[src/rtl/serial_addsub.sv]
// serial_addsub: bit-serial 4-bit adder/subtractor, LSB first, with IDLE/RUN/DONE control.
// Define OVERFLOW_FLAG_EN to add the signed-overflow output ovf.
module serial_addsub (
  input  logic       clk,
  input  logic       rst_n,
  input  logic       start,
  input  logic [3:0] A,
  input  logic [3:0] B,
  input  logic       M,
  output logic [7:0] Y,
  output logic       busy,
`ifdef OVERFLOW_FLAG_EN
  output logic       ovf,
`endif
  output logic       done
);
  typedef enum logic [1:0] {IDLE, RUN, DONE} state_t;
  state_t     state;
  logic [3:0] opa, opb, sum;
  logic [1:0] cnt;
  logic       mode, cy, fin, bb, sb, co;
`ifdef OVERFLOW_FLAG_EN
  logic       c3;
`endif
  assign bb = opb[0] ^ mode;
  assign sb = opa[0] ^ bb ^ cy;
  assign co = (opa[0] & bb) | (cy & (opa[0] ^ bb));
  // fin adds one cycle after bit 3 so the result lands five edges after acceptance
  always_ff @(posedge clk or negedge rst_n) begin
    if (!rst_n) begin
      state <= IDLE;
      opa   <= '0;
      opb   <= '0;
      sum   <= '0;
      cnt   <= '0;
      mode  <= 1'b0;
      cy    <= 1'b0;
      fin   <= 1'b0;
      Y     <= '0;
      busy  <= 1'b0;
      done  <= 1'b0;
`ifdef OVERFLOW_FLAG_EN
      c3    <= 1'b0;
      ovf   <= 1'b0;
`endif
    end else begin
      done <= 1'b0;
      if (state != RUN && start) begin
        state <= RUN;
        busy  <= 1'b1;
        opa   <= A;
        opb   <= B;
        mode  <= M;
        cy    <= M;
        cnt   <= '0;
        fin   <= 1'b0;
      end else if (state == RUN && !fin) begin
        sum <= {sb, sum[3:1]};
        cy  <= co;
        opa <= opa >> 1;
        opb <= opb >> 1;
        cnt <= cnt + 2'd1;
        fin <= cnt == 2'd3;
`ifdef OVERFLOW_FLAG_EN
        if (cnt == 2'd2) c3 <= co;
`endif
      end else if (state == RUN) begin
        state <= DONE;
        busy  <= 1'b0;
        done  <= 1'b1;
        Y     <= {3'b000, cy ^ mode, sum};
`ifdef OVERFLOW_FLAG_EN
        ovf   <= c3 ^ cy;
`endif
      end else if (state == DONE) begin
        state <= IDLE;
      end
    end
  end
endmodule

[config.mk]
export PLATFORM = sky130hd
export DESIGN_NAME = serial_addsub
export DESIGN_NICKNAME = d
export VERILOG_FILES = /design/src/rtl/serial_addsub.sv
export SDC_FILE = /design/constraint.sdc
export NUM_CORES = 1
export LEC_CHECK = 0
export CAP_MARGIN = 0
export CORE_ASPECT_RATIO = 0.75
export CORE_UTILIZATION = 35
export DETAILED_ROUTE_END_ITERATION = 12
export GPL_ROUTABILITY_DRIVEN = 1
export HOLD_SLACK_MARGIN = 0.1
export PLACE_DENSITY = 0.66
export SYNTH_ARGS = -nofsm -noshare
export SYNTH_HDL_FRONTEND = slang
export SYNTH_SLANG_ARGS = --single-unit
[constraint.sdc]
create_clock -name clk -period 1.7 [get_ports clk]
set_input_delay 0.34 -clock clk [delete_from_list [all_inputs] [get_ports clk]]
set_output_delay 0.34 -clock clk [all_outputs]
set_load 0.02 [all_outputs]
; ---- Word level (Yosys, flattened, before mapping)
; Cells that the tools add are included.
[totals]
reg_bits = 26
latch_bits = 0
ramBits = 0
rom_bits = 0
in_bits = 12
wordCells = 56
memories = 0
[classes]
n_addsub = 1
mul = 0
div_mod_pow = 0
order_cmp = 0
n_eq_ne = 5
shifts = 0
mux = 20
bitwise_logic = 9
n_reduce_logical = 10
[op_table]
columns = operator, n
row1 = two-way mux 4 bit, 4
row2 = two-way mux 2 bit, 6
row3 = two-way mux 1 bit, 10
row4 = AND reduction 2 bit, 3
row5 = "== test 2 bit, second input constant", 2
row6 = nonzero test 2 bit, 2
row7 = bitwise XOR 1 bit, 4
row8 = AND reduction 3 bit, 1
row9 = nonzero test 3 bit, 1
row10 = "adder 2 x 1 -> 2 bit, second input constant", 1
row11 = AND 1 bit, 2
row12 = "== test 2 x 1 -> 1 bit, second input constant", 1
row13 = logical AND 1 bit, 2
row14 = "!= test 2 x 1 -> 1 bit, second input constant", 1
row15 = "!= test 2 bit, second input constant", 1
row16 = NOT 1 bit, 2
row17 = zero test 1 bit, 1
row18 = bitwise OR 1 bit, 1

; ---- Logic depth before layout (Yosys ltp)
; Gate-level depths: netlist of the first run.
[logic_depth]
word_depth = 6
ltp_mapped = 4

; ---- Worst setup path before layout of the first run
; Ideal clock, no wire load.
[synth_timing]
path_type = register to register
start = register state[0]
end = register mode
setup_time_ps = 125
arrival_ps = 1248
required_time_ps = 1575
slack_ps = 327
stages_incl_launch_ff = 5
n_path_buf = 1
synth_period_minus_slack_ps = 1373
cell_sequence = dfrtp_1 > nor2b_1 > buf_2 > nor2_1 > mux2_2
[synth_via]
elab_chain_len = 2
[synth_rtl]
columns = item, line_no
row1 = start: declaration, 18  ; state_t state;
row2 = start signal: assignment, 31  ; state <= IDLE;
row3 = start signal: assignment, 49  ; state <= RUN;
row4 = start signal: assignment, 68  ; state <= DONE;
row5 = != test 2 x 1 -> 1 bit, 48  ; if (state != RUN && start) begin
row6 = logical AND 1 bit, 48
row7 = end signal: assignment, 36  ; mode <= 1'b0;
row8 = end signal: assignment, 53  ; mode <= M;
row9 = end: declaration, 21  ; logic mode, cy, fin, bb, sb, co;
; Every way passes these cells.
; A chain may end at the register's enable or synchronous reset.

; ---- Final worst setup path of the first run
[layout_timing]
start = register Y[2]
end = output port Y[2]
[layout_lines]
columns = item, line_no
row1 = start: declaration, 10  ; output logic [7:0] Y,
row2 = start signal: assignment, 71  ; Y <= {3'b000, cy ^ mode, sum};
; No word-level cell between the ends.

==> flow_summary_export.csv, run 1 <==
group,metric,value,unit
die,dieArea,3450,µm²
setup_path,required,1360,ps
layout,drive_above_1_share,22.3,%
clocking,path_clk_slew,90,ps
clocking,ctsRootBufferMaster,"clkbuf_8",
drt,final_antenna_net_count,0,
synthesis,synth.distinct_cells,27,
timing,hold_viol_final,0,
setup_path,cp.depth,1,
timing,clock.fmax,642,MHz
die,io_pins,22,
grt,antenna_found_initial,0,
setup_path,cp_num_buf_inv,1,
clocking,h-tree-depth,1,
drt,wl_per_cell,13.4,µm
setup_path,r2r_cells,2,
grt,grt_pass1_vias,748,
layout,final_cell_mix,"dfrtp_1 (26), clkdlybuf4s50_1 (18), mux2_2 (7), inv_1 (6), buf_4 (6)",
timing,clock_skew,4.43,ps
clocking,clock_path_buffers,2,
placement,dp_hpwl,1500,µm
power_and_ir_drop,seq_power_share,38.3,%
setup_path,rrSetupSlack,280,ps
power_and_ir_drop,peakVddDrop,0.000657,V
layout,multi_input_area,420,µm²
power_and_ir_drop,pwr-share-comb,44.5,%
layout,num-nets-final,127,
layout,fin_cells,150,
drt,vias,728,
power_and_ir_drop,p_switching,0.994,mW
power_and_ir_drop,cellLeakagePower,0.657,nW
worst_hold_path,hold_path.class,"input port to async pin",
clocking,cts_inserted_buffers,3,
setup_path,worstPathArrival,1220,ps
setup_path,endpoint_kind,"primary output",
drt,totalWireLength,2010,µm
grt,grt_usage,14.2,%
setup_path,start_kind,"register",
drt,drtIter0Drc,16,
layout,fill_cells,262,
synthesis,yosysWarningCount,0,
layout,final_common_cell,"dfrtp_1",
die,die_x,67.5,µm
layout,seqCellArea,651,µm²
drt,dr.pass1.iters,4,
timing,setup_viol,0,
setup_path,slowest_stage,"clkdlybuf4s50_1",
grt,grt_pass1_wl,3590,µm
setup_path,cp-endpoint,"Y[2]",
clocking,cts-hold-fix-buffers,0,
synthesis,netlist_area,1120,µm²
synthesis,synth_area_leaders,"dfrtp_1 (58%), mux2_2 (7.0%), o221a_2 (4.0%), a22o_1 (2.3%), o32ai_1 (2.3%)",
setup_path,crit_family,"buffers and inverters",
power_and_ir_drop,power.share.clock,17.2,%
power_and_ir_drop,switching_share,33.8,%
power_and_ir_drop,p_int,1.94,mW
clocking,cts_setup_buffers,0,
synthesis,synth_area_leader_cell,"dfrtp_1",
timing,rsz0062_at_grt,"no",
setup_path,cp_max_fo,2,
synthesis,synth_top_area_share,57.8,%
placement,io_buffers,18,
synthesis,synth_area_per_cell,12.9,µm²
clocking,cts_resized,0,
placement,gp_congestion,0.789,
setup_path,slowest_delay,600,ps
synthesis,synth.ff_latch_count,26,
timing,final_max_slew_viol_count,0,
grt,grt_max_degree,27,
synthesis,synth_cells,87,
flow_run,cap_viol_max_count,0,
timing,setup_tns,0,ps
setup_path,r2r_end,"sum[1]",
timing,layout_min_cycle_time,1560,ps
placement,dp.cells,146,
clocking,clk_latency,270,ps
layout,n_antenna_cell,0,
clocking,cts_tree,"built",
drt,avgViaCountPerCell,4.85,
power_and_ir_drop,p_per_area,2040,nW/µm²
timing,finalCritPeriodShare,91.6,%
setup_path,r2r_start,"state[1]",
run_status,outcome,"completed",
synthesis,ys_seq_area_share,57.8,%
die,die_height,51.1,µm
setup_path,path_cells,"clkdlybuf4s50_1",
setup_path,crit_start,"Y[2]",
setup_path,critical_path_class,"register to primary output",
layout,syn_to_final_growth,27.8,%
clocking,cts.sinks,26,
grt,overflow,0,
drt,drc,0,
die,fp-row-count,17,
die,core_area,3000,µm²
die,start_util,37.5,%
[flip-flops by register name (all words and copies together) (netlist names)]
signal  cells
opa         4
fin         1
mode        1
busy        1
done        1
state       2
cnt         2
Y           5
opb         4
cy          1
sum         4
[cells by family after synthesis]
logic type / share of synthesized area [%]
XOR/XNOR: 1.56
flip-flops: 57.8
AO/OA/AOI/OAI: 14.3
buffers and inverters: 5.45
multiplexers: 9.23
AND/OR/NAND/NOR: 8.34
adder cells (fa/ha/maj): 2.89
other: 0.333
[per-layer routing]
metal | global-route usage, % | wire [µm] | vias to the layer above
li1 | - | - | 356
met1 | 20.1 | 1040 | 351
met2 | 21.9 | 889 | 19
met3 | 2.68 | 77 | 2
met4 | 4.26 | 9 | 0
met5 | 0 | 0 | -
[synth_stat cells]
library cell,number
a21oi_1,4
a22o_1,3
buf_2,1
buf_4,3
buf_6,1
conb_1,1
dfrtp_1,26
fa_1,1
ha_1,1
inv_1,6
mux2_2,7
mux2_4,1
mux2i_1,1
nand2_1,4
nand2b_1,4
nand3b_2,1
nor2_1,4
nor2b_1,1
nor3b_2,1
o211a_1,1
o21a_1,2
o21ai_0,2
o21ai_2,1
o221a_2,4
o32ai_1,3
or3b_1,1
xnor2_1,2
[cell type report]
class / count / area share [%]
Clock inverter: 1 / 2.09
Sequential cell: 26 / 45.3
Clock buffer: 3 / 2.87
Inverter: 6 / 1.57
Tap cell: 38 / 3.31
Timing Repair Buffer: 24 / 15.7
Multi-Input combinational cell: 52 / 29.2
[worst min-delay path by stage]
| stage | end | slack, ps | cells after the start |
|---|---|---|---|
| after floorplan | Y[0] | 40 | 0 |
| after global placement | Y[4] | 470 | 2 |
| after detailed placement | busy | 480 | 1 |
| after CTS | Y[3] | 440 | 2 |
| after global routing | Y[3] | 460 | 2 |
| final | Y[3] | 430 | 2 |
[power by group through the flow]
stage          registers (mW)  clock network, mW  logic [mW]
6_report                 1.12              0.505        1.31
5_1_grt                  1.17              0.542        1.43
4_1_cts                  1.12              0.513        1.33
3_5_place_dp             1.13                  0        1.33
3_3_place_gp             1.12                  0        1.29
2_1_floorplan            1.17                  0       0.847
[through the flow]
stage / total power, mW / util, % / setup WS [ps] / instance area (µm²) / hold WS (ps)
2_1_floorplan: 2.02 / - / 327 / 1130 / 44.4
3_3_place_gp: 2.41 / 45.6 / 145 / 1370 / 469
3_5_place_dp: 2.46 / 45.6 / 120 / 1370 / 480
4_1_cts: 2.97 / 47.9 / 127 / 1440 / 444
5_1_grt: 3.15 / 47.9 / 85.0 / 1440 / 465
6_report: 2.94 / 47.9 / 142 / 1440 / 432
Note: power is estimated with default switching activity, not from simulation.
==> run 2: changes to the inputs <==
- CORE_UTILIZATION: 35 -> 49
- PLACE_DENSITY: 0.66 -> 0.84
==> run 2 against run 1 <==
The run now ends with design-rule violations left. Register-to-register slack lost 150 ps. Critical endpoint is now busy. Critical path depth is the same. Wire length grew 2.1%. Setup slack lost 78 ps. Cell area shrank 2.9%. Die area shrank 28%. Hold slack lost 74 ps.
==> flow_summary_export.csv, run 2 (synthesized netlist as in run 1, its figures left out) <==
group,metric,value,unit
die,die_x,57.3,µm
timing,setup_viol,0,
layout,final_common_cell,"dfrtp_1",
setup_path,worstPathArrival,1300,ps
run_status,outcome,"complete, but fails checks",
setup_path,critical_path_class,"register to primary output",
timing,layout_min_cycle_time,1640,ps
layout,num-nets-final,126,
grt,grt_max_degree,27,
die,die_height,43.5,µm
layout,final_area,1400,µm²
grt,overflow,0,
setup_path,start_kind,"register",
power_and_ir_drop,peakVddDrop,0.000825,V
grt,grt_pass1_vias,711,
drt,dr.pass1.iters,11,
clocking,cts.sinks,26,
layout,seqCellArea,651,µm²
worst_hold_path,hold_path.class,"input port to async pin",
setup_path,cp_num_buf_inv,1,
timing,rsz0062_at_grt,"no",
layout,multi_input_area,420,µm²
drt,totalWireLength,2060,µm
placement,io_buffers,18,
placement,gp_congestion,0.784,
layout,final_cell_mix,"dfrtp_1 (26), clkdlybuf4s50_1 (17), mux2_2 (7), inv_1 (6), buf_4 (5)",
placement,dp_hpwl,1510,µm
drt,vias,747,
setup_path,r2r_cells,3,
layout,fill_cells,171,
setup_path,cp.depth,1,
clocking,cts-hold-fix-buffers,0,
timing,setup_ws,64.1,ps
power_and_ir_drop,p_per_area,2030,nW/µm²
clocking,cts_tree,"built",
clocking,h-tree-depth,1,
layout,syn_to_final_growth,24.1,%
setup_path,endpoint_kind,"primary output",
die,core_area,2080,µm²
grt,grt_usage,18.7,%
timing,setup_tns,0,ps
timing,maxSlewHeadroom,61.4,%
setup_path,crit_family,"buffers and inverters",
clocking,path_clk_slew,140,ps
grt,antenna_found_initial,0,
die,io_pins,22,
drt,drc,3,
placement,post_dp_cell_area,1340,µm²
layout,largest_reg_flops,5,
clocking,ctsRootBufferMaster,"clkbuf_4",
power_and_ir_drop,total_power,2.83,mW
layout,n_antenna_cell,0,
die,dieArea,2490,µm²
drt,wl_per_cell,15.2,µm
setup_path,cp_max_fo,2,
power_and_ir_drop,cellLeakagePower,0.657,nW
clocking,clock_path_buffers,2,
drt,drtIter0Drc,29,
run_status,violations,"design-rule violations",
die,start_util,54.0,%
timing,clock.fmax,611,MHz
layout,regMostFlops,"Y",
setup_path,required,1360,ps
timing,clock_skew,3.32,ps
layout,final_util,67.0,%
setup_path,rrSetupSlack,130,ps
grt,grt_pass1_wl,3330,µm
setup_path,path_cells,"clkdlybuf4s50_1",
die,fp-row-count,14,
setup_path,slowest_delay,600,ps
setup_path,slowest_stage,"clkdlybuf4s50_1",
timing,hold_viol_final,0,
timing,final_max_slew_viol_count,0,
flow_run,cap_viol_max_count,0,
drt,final_antenna_net_count,0,
drt,avgViaCountPerCell,5.53,
layout,drive_above_1_share,21.6,%
clocking,clk_latency,330,ps
clocking,cts_inserted_buffers,3,
placement,place_ws,141,ps
timing,max_slew.worst_pin.slew,577,ps
timing,finalCritPeriodShare,96.2,%
run 2: path summary, 6_finish.rpt:
kind                       startpoint  endpoint
min                             rst_n      Y[1]
min reg2reg                    cnt[0]    cnt[0]
max in group asynchronous       rst_n      Y[2]
min in group clk               cnt[0]    cnt[0]
max                              busy      busy
max reg2reg                  state[0]    opb[2]
run 2: layer usage:
layer	routed length (µm)	vias to the layer above	share of wire (%)	global-route usage, %
met2	936	18	46	28.7
li1	-	349	-	-
met5	0	-	0	0
met4	16	0	0.78	4.39
met1	1010	377	49	26.2
met3	91	3	4.4	6.27
run 2: repair_timing:
action                     4_1_cts  5_1_grt
resized for setup                0        1
setup buffers                    0        0
setup endpoints to repair        0        1
run 2: stage by stage:
stage / cells / hold slack (ps)
after floorplan: 89 / 44.4
after global placement: 131 / 464
after detailed placement: 131 / 469
after CTS: 135 / 352
after global routing: 135 / 360
final: 135 / 357
run 2: cell type report:
type | instances | share of cell area [%]
repair buffers | 23 | 15.8
clock inverters | 1 | 2.15
inverters | 6 | 1.61
clock buffers | 3 | 1.61
multi-input cells | 52 | 30.1
flip-flops and latches | 26 | 46.6
well taps | 24 | 2.15
run 2: report_power, final:
part / total (mW) / switching [mW] / internal [mW]
logic: 1.29 / 0.603 / 0.688
clock network: 0.423 / 0.185 / 0.239
registers: 1.12 / 0.204 / 0.916
total: 2.83 / 0.992 / 1.84
